### src/rtl/lsu.sv
`timescale 1ns/1ps
// Load/store unit: turns one core request into one or two data-memory beats and a single response.
// Optional macro LSU_MISALIGN_SPLIT_EN: split word-crossing accesses into two beats instead of trapping.
module lsu #(
    parameter int unsigned XLEN = 32
) (
    input  logic              i_clk,
    input  logic              i_rst_n,
    input  logic              i_req_valid,
    output logic              o_req_ready,
    input  logic              i_req_wen,
    input  logic [2:0]        i_req_funct3,
    input  logic [XLEN-1:0]   i_req_addr,
    input  logic [XLEN-1:0]   i_req_wdata,
    output logic              o_rsp_valid,
    output logic [XLEN-1:0]   o_rsp_rdata,
    output logic              o_rsp_trap,
    output logic [XLEN-1:0]   o_dmem_addr,
    output logic              o_dmem_ren,
    output logic              o_dmem_wen,
    output logic [XLEN-1:0]   o_dmem_wdata,
    output logic [XLEN/8-1:0] o_dmem_mask,
    input  logic              i_dmem_ready,
    input  logic              i_dmem_valid,
    input  logic [XLEN-1:0]   i_dmem_rdata,
    output logic              o_busy
);
    localparam int unsigned NB = XLEN / 8;
    localparam int unsigned OW = $clog2(NB);
    localparam int unsigned MW = 2 * NB;
    localparam int unsigned DW = 2 * XLEN;

    typedef enum logic [2:0] {S_IDLE, S_BEAT0, S_WAIT0, S_BEAT1, S_WAIT1, S_RESP} state_e;
    state_e state_q, state_d;

    logic            rq_wen_q, rq_wen_d;
    logic [2:0]      rq_f3_q, rq_f3_d;
    logic [XLEN-1:0] rq_addr_q, rq_addr_d;
    logic [XLEN-1:0] rq_wdata_q, rq_wdata_d;
    logic [DW-1:0]   buf_q, buf_d;

    logic            req_ready_q, req_ready_d;
    logic            busy_q, busy_d;
    logic            rsp_valid_q, rsp_valid_d;
    logic            rsp_trap_q, rsp_trap_d;
    logic [XLEN-1:0] rsp_rdata_q, rsp_rdata_d;
    logic [XLEN-1:0] dmem_addr_q, dmem_addr_d;
    logic            dmem_ren_q, dmem_ren_d;
    logic            dmem_wen_q, dmem_wen_d;
    logic [XLEN-1:0] dmem_wdata_q, dmem_wdata_d;
    logic [NB-1:0]   dmem_mask_q, dmem_mask_d;

    logic            accept;
    logic [1:0]      lg;
    logic [OW-1:0]   off;
    logic            legal;
    logic            trap;
    logic            split;
`ifdef LSU_MISALIGN_SPLIT_EN
    logic            cross;
`else
    logic            misal;
`endif

    // Request capture, size decode and load-data buffering
    always_comb begin
        accept     = i_req_valid && req_ready_q;
        rq_wen_d   = rq_wen_q;
        rq_f3_d    = rq_f3_q;
        rq_addr_d  = rq_addr_q;
        rq_wdata_d = rq_wdata_q;
        if (accept) begin
            rq_wen_d   = i_req_wen;
            rq_f3_d    = i_req_funct3;
            rq_addr_d  = i_req_addr;
            rq_wdata_d = i_req_wdata;
        end
        lg  = rq_f3_d[1:0];
        off = rq_addr_d[OW-1:0];
        case (rq_f3_d)
            3'b000, 3'b001, 3'b010, 3'b100, 3'b101: legal = 1'b1;
            3'b011, 3'b110:                         legal = (XLEN == 64);
            default:                                legal = 1'b0;
        endcase
`ifdef LSU_MISALIGN_SPLIT_EN
        cross = (32'(off) + (32'd1 << lg)) > 32'(NB);
        trap  = !legal;
        split = legal && cross;
`else
        misal = (32'(off) & ((32'd1 << lg) - 32'd1)) != 32'd0;
        trap  = !legal || misal;
        split = 1'b0;
`endif
        buf_d = buf_q;
        if (state_q == S_WAIT0 && i_dmem_valid) buf_d[XLEN-1:0] = i_dmem_rdata;
        if (state_q == S_WAIT1 && i_dmem_valid) buf_d[DW-1:XLEN] = i_dmem_rdata;
    end

    always_ff @(posedge i_clk or negedge i_rst_n) begin
        if (!i_rst_n) state_q <= S_IDLE;
        else          state_q <= state_d;
    end

    always_comb begin
        state_d = state_q;
        case (state_q)
            S_IDLE:  if (accept)       state_d = trap ? S_RESP : S_BEAT0;
            S_BEAT0: if (i_dmem_ready) state_d = rq_wen_q ? (split ? S_BEAT1 : S_RESP) : S_WAIT0;
            S_WAIT0: if (i_dmem_valid) state_d = split ? S_BEAT1 : S_RESP;
            S_BEAT1: if (i_dmem_ready) state_d = rq_wen_q ? S_RESP : S_WAIT1;
            S_WAIT1: if (i_dmem_valid) state_d = S_RESP;
            S_RESP:                    state_d = S_IDLE;
            default:                   state_d = S_IDLE;
        endcase
    end

    logic [MW-1:0]   ones, mask_w;
    logic [DW-1:0]   wdat_w;
    logic [XLEN-1:0] base, raw, shl, ld;
    int unsigned     bits, sh;

    // Outputs for the coming cycle, derived from the next state so they leave flops
    always_comb begin
        case (lg)
            2'd0:    ones = MW'(8'h01);
            2'd1:    ones = MW'(8'h03);
            2'd2:    ones = MW'(8'h0F);
            default: ones = MW'(8'hFF);
        endcase
        mask_w = ones << off;
        wdat_w = DW'(rq_wdata_d) << {off, 3'b000};
        base   = {rq_addr_d[XLEN-1:OW], OW'(0)};
        raw    = XLEN'(buf_d >> {off, 3'b000});
        bits   = 32'd8 << lg;
        sh     = (bits >= XLEN) ? 32'd0 : 32'(XLEN) - bits;
        shl    = raw << sh;
        ld     = rq_f3_d[2] ? (shl >> sh) : XLEN'($signed(shl) >>> sh);

        req_ready_d  = (state_d == S_IDLE);
        busy_d       = (state_d != S_IDLE);
        rsp_valid_d  = 1'b0;
        rsp_trap_d   = 1'b0;
        rsp_rdata_d  = '0;
        dmem_addr_d  = '0;
        dmem_ren_d   = 1'b0;
        dmem_wen_d   = 1'b0;
        dmem_wdata_d = '0;
        dmem_mask_d  = '0;
        case (state_d)
            S_BEAT0: begin
                dmem_addr_d  = base;
                dmem_ren_d   = !rq_wen_d;
                dmem_wen_d   = rq_wen_d;
                dmem_mask_d  = mask_w[NB-1:0];
                dmem_wdata_d = wdat_w[XLEN-1:0];
            end
            S_BEAT1: begin
                dmem_addr_d  = base + XLEN'(NB);
                dmem_ren_d   = !rq_wen_d;
                dmem_wen_d   = rq_wen_d;
                dmem_mask_d  = mask_w[MW-1:NB];
                dmem_wdata_d = wdat_w[DW-1:XLEN];
            end
            S_RESP: begin
                rsp_valid_d = 1'b1;
                rsp_trap_d  = trap;
                rsp_rdata_d = (!rq_wen_d && !trap) ? ld : '0;
            end
            default: ;
        endcase
    end

    always_ff @(posedge i_clk or negedge i_rst_n) begin
        if (!i_rst_n) begin
            rq_wen_q     <= 1'b0;
            rq_f3_q      <= '0;
            rq_addr_q    <= '0;
            rq_wdata_q   <= '0;
            buf_q        <= '0;
            req_ready_q  <= 1'b1;
            busy_q       <= 1'b0;
            rsp_valid_q  <= 1'b0;
            rsp_trap_q   <= 1'b0;
            rsp_rdata_q  <= '0;
            dmem_addr_q  <= '0;
            dmem_ren_q   <= 1'b0;
            dmem_wen_q   <= 1'b0;
            dmem_wdata_q <= '0;
            dmem_mask_q  <= '0;
        end else begin
            rq_wen_q     <= rq_wen_d;
            rq_f3_q      <= rq_f3_d;
            rq_addr_q    <= rq_addr_d;
            rq_wdata_q   <= rq_wdata_d;
            buf_q        <= buf_d;
            req_ready_q  <= req_ready_d;
            busy_q       <= busy_d;
            rsp_valid_q  <= rsp_valid_d;
            rsp_trap_q   <= rsp_trap_d;
            rsp_rdata_q  <= rsp_rdata_d;
            dmem_addr_q  <= dmem_addr_d;
            dmem_ren_q   <= dmem_ren_d;
            dmem_wen_q   <= dmem_wen_d;
            dmem_wdata_q <= dmem_wdata_d;
            dmem_mask_q  <= dmem_mask_d;
        end
    end

    assign o_req_ready  = req_ready_q;
    assign o_busy       = busy_q;
    assign o_rsp_valid  = rsp_valid_q;
    assign o_rsp_trap   = rsp_trap_q;
    assign o_rsp_rdata  = rsp_rdata_q;
    assign o_dmem_addr  = dmem_addr_q;
    assign o_dmem_ren   = dmem_ren_q;
    assign o_dmem_wen   = dmem_wen_q;
    assign o_dmem_wdata = dmem_wdata_q;
    assign o_dmem_mask  = dmem_mask_q;

endmodule
### config.mk
export PLATFORM = sky130hd
export DESIGN_NAME = lsu
export DESIGN_NICKNAME = d
export VERILOG_FILES = /design/src/rtl/lsu.sv
export SDC_FILE = /design/constraint.sdc
export NUM_CORES = 1
export LEC_CHECK = 0
export BUFFER_PORTS_ARGS = -buffer_cell sky130_fd_sc_hd__buf_2
export CAP_MARGIN = 25
export CORE_MARGIN = 2
export CORE_UTILIZATION = 51
export CTS_CLUSTER_DIAMETER = 150
export DETAILED_ROUTE_END_ITERATION = 10
export PLACE_DENSITY = 0.77
export SYNTH_ARGS = -nofsm -noshare
export SYNTH_HDL_FRONTEND = slang
export SYNTH_SLANG_ARGS = --single-unit
### constraint.sdc
create_clock -name i_clk -period 2.54 [get_ports i_clk]
set_input_delay 0.635 -clock i_clk [delete_from_list [all_inputs] [get_ports i_clk]]
set_output_delay 0.635 -clock i_clk [all_outputs]
set_load 0.01 [all_outputs]
After elaboration in Yosys (flattened, before gate mapping)
Cells that the tools add are included.
Operators by class
  add/sub/neg operators: 3
  $lt $le $gt $ge: 1
  eq/ne operators: 13
  shift-type cells: 8
  multiplexer cells: 27
  bitwise logic cells: 1
  reduce and logical (&&, ||, !) cells: 17
Operators by type and width (number)
  2-to-1 mux 32 bit: 8
  case mux 32 bit (2 select lines): 2
  << shifter 32 x 5 -> 64 bit: 1
  >> shifter 64 x 5 -> 32 bit: 1
  adder 32 x 3 -> 32 bit (second input constant): 1
  bitwise AND 2 x 32 -> 32 bit: 1
  greater-or-equal comparator 32 x 6 -> 1 bit (second input constant): 1
  nonzero test 32 bit: 1
  << shifter 1 x 2 -> 32 bit (first input constant): 1
  << shifter 32 x 32 -> 32 bit: 1
  << shifter 4 x 2 -> 32 bit (first input constant): 1
  >> shifter 32 x 32 -> 32 bit: 1
  >>> shifter 32 x 32 -> 32 bit: 1
  subtractor 32 x 1 -> 32 bit (second input constant): 1
  subtractor 6 x 32 -> 32 bit (first input constant): 1
  case mux 8 bit (3 select lines): 1
  2-to-1 mux 3 bit: 7
  == test 3 x 2 -> 1 bit (second input constant): 4
  == test 3 bit (second input constant): 4
  case mux 3 bit (4 select lines): 1
  == test 3 x 1 -> 1 bit (second input constant): 3
  logical NOT 3 bit: 3
  case mux 4 bit (2 select lines): 1
  << shifter 8 x 2 -> 8 bit: 1
  other kinds (10): 22
Word-level totals
  bits in registers: 241
  word-level logic and storage cells: 86

Longest topological paths before layout
  depth in word-level cells: 13
  depth in mapped cells: 11
  depth with buffers taken out: 8

Worst setup path before layout
OpenSTA, ideal clock, no wires.
  kind: input-to-reg
  start: in i_req_valid
  end: reg dmem_addr_q[26], in the netlist o_dmem_addr[26]
  library setup time: 0.092 ns
  arrival: 2.604 ns
  slack: -0.156 ns
  cell stages on the path: 11
  buffers on the path: 3
  cells stage by stage: nand2_4 -> buf_6 -> buf_2 -> buf_1 -> nand2_1 -> nand2_1 -> ha_1 -> nand2_1 -> nor4_4 -> a21oi_1 -> o31ai_2
RTL lines
  start: declaration: line 9  | input logic i_req_valid,
  logical AND 1 bit: line 67  | accept = i_req_valid && req_ready_q;
  2-to-1 mux 32 bit: line 72  | if (accept) begin
  via rq_addr_d[2]: line 38  | logic [XLEN-1:0] rq_addr_q, rq_addr_d;
  adder 32 x 3 -> 32 bit: line 158  | dmem_addr_d = base + XLEN'(NB);
  case mux 32 bit (2 select lines): line 149  | case (state_d)
  via dmem_addr_d[26]: line 47  | logic [XLEN-1:0] dmem_addr_q, dmem_addr_d;
  end signal: assignment: line 201  | dmem_addr_q <= dmem_addr_d;
  end: declaration: line 47
The timed path passes the listed nets, and every way through them passes these cells.

Worst setup path in the final report
  start: reg req_ready_q, in the netlist o_req_ready
  end: reg dmem_wdata_q[22], in the netlist o_dmem_wdata[22]
Between the ends
  longest elaborated chain between the ends: 12
RTL lines
  start: declaration: line 42  | logic req_ready_q, req_ready_d;
  start signal: assignment: line 196  | req_ready_q <= req_ready_d;
  logical AND 1 bit *: line 67
  2-to-1 mux 3 bit: line 72
  << shifter 1 x 2 -> 32 bit, or another cell as far along: line 90  | misal = (32'(off) & ((32'd1 << lg) - 32'd1)) != 32'd0;
  subtractor 32 x 1 -> 32 bit / OR reduction 5 bit (equally long branches): line 90, 80
  bitwise AND 2 x 32 -> 32 bit / 2-to-1 mux 1 bit (equally long branches): line 90, 80
  nonzero test 32 bit / logical NOT 1 bit (equally long branches): line 90, 91
  logical OR 1 bit: line 91  | trap = !legal || misal;
  2-to-1 mux 3 bit (2 in a row): line 107  | S_IDLE: if (accept) state_d = trap ? S_RESP : S_BEAT0;
  case mux 3 bit (4 select lines): line 106  | case (state_q)
  == test 3 x 2 -> 1 bit / == test 3 x 1 -> 1 bit (equally long branches): line 149
  case mux 32 bit (2 select lines) *: line 149
  via dmem_wdata_d[22]: line 50  | logic [XLEN-1:0] dmem_wdata_q, dmem_wdata_d;
  end signal: assignment: line 204  | dmem_wdata_q <= dmem_wdata_d;
  end: declaration: line 50
Mark *: on every way through the listed nets, which the timed path passes. The rest lies on a longest branch.

==> flow_summary.json <==
{
  "fin_worst_skew_ns": 0.0194,
  "finalPower_mw": 18.9,
  "cts_buffers": 25,
  "timing.critical_path.fanout_max": 29,
  "final_max_slew_viol_count": 0,
  "clk_latency_ns": 0.53,
  "htree_levels": 1,
  "r2r_start": "o_req_ready",
  "route.vias.total": 9457,
  "synthTopCellsByArea": "sky130_fd_sc_hd__dfrtp_1 51%, sky130_fd_sc_hd__mux2i_1 7.3%, sky130_fd_sc_hd__mux2_2 5.2%, sky130_fd_sc_hd__nand2_1 4.6%, sky130_fd_sc_hd__nor2_1 2.8%",
  "clk_path_buf_depth": 3,
  "drt_pre_antenna_iters": 5,
  "ys.warnings.count": 0,
  "outcome": "finished, final reports clean",
  "worst_ir_drop_vdd_uv": 674,
  "detailed_route_vias_per_instance": 5.69,
  "max_cap_viols": 0,
  "die_h_um": 152,
  "met1Wirelength_um": 13700,
  "leading_cell_types_in_the_layout_fill_and_taps_excluded": "228 x sky130_fd_sc_hd__dfrtp_1, 207 x sky130_fd_sc_hd__buf_2, 136 x sky130_fd_sc_hd__nand2_1",
  "crit_type": "reg -> reg",
  "grt_pass1_vias": 9564,
  "leakage_nw": 7.28,
  "max-slew-margin-rel_pct": 55.5,
  "final-hold-violation-count": 0,
  "n_fill_cell": 1647,
  "final_min_period_over_clock_period_pct": 96.0,
  "syn2layout_area_growth_pct": 27.0,
  "dpl-instance-area_sq_um": 13300,
  "clock-root-buffer": "sky130_fd_sc_hd__clkbuf_16",
  "top_layer": "met5",
  "tightest_pin_transition_ns": 0.667,
  "minimum_period_implied_by_the_final_worst_setup_slack_ns": 2.44,
  "yosys.area.top_type_share_pct": 51.4,
  "routabilityCongestion": 0.906,
  "max_freq_ghz": 0.410,
  "met3_wirelength_um": 2040,
  "globalRouteOverflowTotal": 0,
  "synth-async-reset-ratio_pct": 100,
  "grt_start_max_net_pins": 67,
  "num_io_pins": 211,
  "cp-startpoint": "o_req_ready",
  "powerDensity_nw_per_um2": 1330,
  "track_usage_pct": 26.9,
  "reg2regPathDepth": 8,
  "placeableCoreArea_sq_um": 21700,
  "worstSetupEndpointType": "flop",
  "number_of_nets_in_the_final_layout": 1469,
  "port-buffer-count": 208,
  "synth_cell_type_count": 73,
  "tns_ns": 0,
  "antenna_left": 0,
  "wl_um": 31500,
  "final_layout_size_suffix_gt1_share_pct": 35.4,
  "multiInputGateArea_sq_um": 4840,
  "yosys_register_bits": 231,
  "fp.dieW_um": 152,
  "synth_edf_count": 0,
  "clk_transition_reported_paths_ns": 0.06,
  "synth.yosys.seq_area_share_pct": 51.6,
  "dp_hpwl_um": 21400,
  "worst_ep_arrival_time_ns": 2.90,
  "setup_viol_count_final": 0,
  "layout_setup_ws_ns": 0.103,
  "rrSetupSlack_ns": 0.10,
  "grt_antenna_before_repair": 2,
  "cell_accounting_for_the_most_synthesized_area": "sky130_fd_sc_hd__dfrtp_1",
  "placementRows": 54,
  "detail_route.wl_per_cell_um": 19.0,
  "detailedPlace.worstSlack_ns": -0.115,
  "hold_path.class": "in -> async",
  "syn-cell-area_sq_um": 11200,
  "finish.utilization_pct": 65.6,
  "initial_core_util_pct": 51.6,
  "detail_route.iter0.violations": 622,
  "tritoncts_clock_tree": "built",
  "cp-start-kind": "flop",
  "final_area_sq_um": 14200,
  "route.detailed.drc": 0,
  "sequential_cell_area_sq_um": 5780,
  "timing.critical_path.required_ns": 3.00,
  "timing.rr.end": "o_dmem_wdata[22]",
  "grt_first_pass_wirelength_um": 50800,
  "synth_cells": 1073,
  "ys.flop_type": "sky130_fd_sc_hd__dfrtp_1",
  "numClockSinks": 231,
  "dr_wl_met2_um": 14900,
  "post_synth.cell_area_avg_sq_um": 10.4,
  "die_area_sq_um": 23200,
  "final_common_cell": "sky130_fd_sc_hd__dfrtp_1"
}
[final cells by class]
type                            instances  area share (%)
Sequential cell                       231            40.7
Antenna cell                            1          0.0176
Inverter                               61            1.61
Clock buffer                           35            5.09
Tap cell                              280            2.46
Clock inverter                          9           0.554
Timing Repair Buffer                  338            15.5
Multi-Input combinational cell        706            34.1
[synthesized netlist by cell type (23+ instances only)]
master,count
sky130_fd_sc_hd__inv_1,58
sky130_fd_sc_hd__dfrtp_1,230
sky130_fd_sc_hd__mux2_2,52
sky130_fd_sc_hd__nor2_1,83
sky130_fd_sc_hd__a211oi_1,25
sky130_fd_sc_hd__mux2i_1,82
sky130_fd_sc_hd__a21oi_1,61
sky130_fd_sc_hd__clkbuf_1,27
sky130_fd_sc_hd__buf_2,23
sky130_fd_sc_hd__o21ai_0,23
sky130_fd_sc_hd__nand2_1,137
sky130_fd_sc_hd__nand3_1,25
[metal layers]
metal,GRT usage (%),vias to the layer above
li1,-,4354
met1,38.1,4609
met2,42.6,423
met3,4.21,69
met4,9.66,2
met5,0,-
[power breakdown]
part / internal [mW] / switching (mW) / leakage, nW
sequential: 5.18 / 0.562 / 2.95
combinational: 4.07 / 5.55 / 3.93
clock: 2.08 / 1.48 / 0.394
total: 11.3 / 7.59 / 7.28
[per-stage QoR]
| stage | cells | hold slack [ns] |
|---|---|---|
| after CTS | 1656 | 0.0879 |
| final | 1661 | 0.0821 |
| after detailed placement | 1612 | 0.487 |
| after floorplan | 1074 | 0.339 |
| after global placement | 1612 | 0.480 |
| after global routing | 1660 | 0.107 |
[registers in the layout (all words and copies together), names as in the netlist]
register      cells
buf_q            56
o_dmem_wdata     32
o_rsp_rdata      32
rq_addr_q        32
rq_wdata_q       32
o_dmem_addr      30
o_dmem_mask       4
rq_f3_q           3
state_q           3
o_busy            1
o_dmem_ren        1
o_dmem_wen        1
o_req_ready       1
o_rsp_trap        1
o_rsp_valid       1
rq_wen_q          1
[cells by family (layout without fill, tap and decap cells)]
logic type,after synthesis,after routing,share of synthesized area (%)
AND/OR/NAND/NOR,325,325,14.0
XOR/XNOR,9,9,0.704
flip-flops,231,231,51.6
AO/OA/AOI/OAI,235,235,15.0
adder cells (fa/ha/maj),1,1,0.112
multiplexers,134,134,12.6
other,1,3,0.0335
buffers and inverters,137,443,5.92
[worst max-delay path: stages (launching register included)]
cell and delay (ns):
sky130_fd_sc_hd__dfstp_2 0.62, sky130_fd_sc_hd__buf_4 0.15, sky130_fd_sc_hd__nor4bb_1 0.25, sky130_fd_sc_hd__o22ai_1 0.17, sky130_fd_sc_hd__nand4_1 0.15, sky130_fd_sc_hd__nand4b_1 0.18
sky130_fd_sc_hd__buf_12 0.22, sky130_fd_sc_hd__a2111oi_0 0.45, sky130_fd_sc_hd__a31o_2 0.17
[how the worst max path moves through the flow]
stage,endpoint,slack (ns)
floorplan,o_dmem_addr[26],0.005
global placement,o_dmem_wdata[22],-0.05
detailed placement,o_rsp_rdata[12],-0.11
CTS,o_rsp_rdata[25],0.02
global route,o_dmem_wdata[19],-0.009
finish,o_dmem_wdata[22],0.10
[what timing repair did]
item                       in CTS  in global routing
hold buffers                    0                  0
setup endpoints to repair       0                 36
resized for setup               0                 13
setup buffers                   0                  5
(Power assumes the default switching activity.)
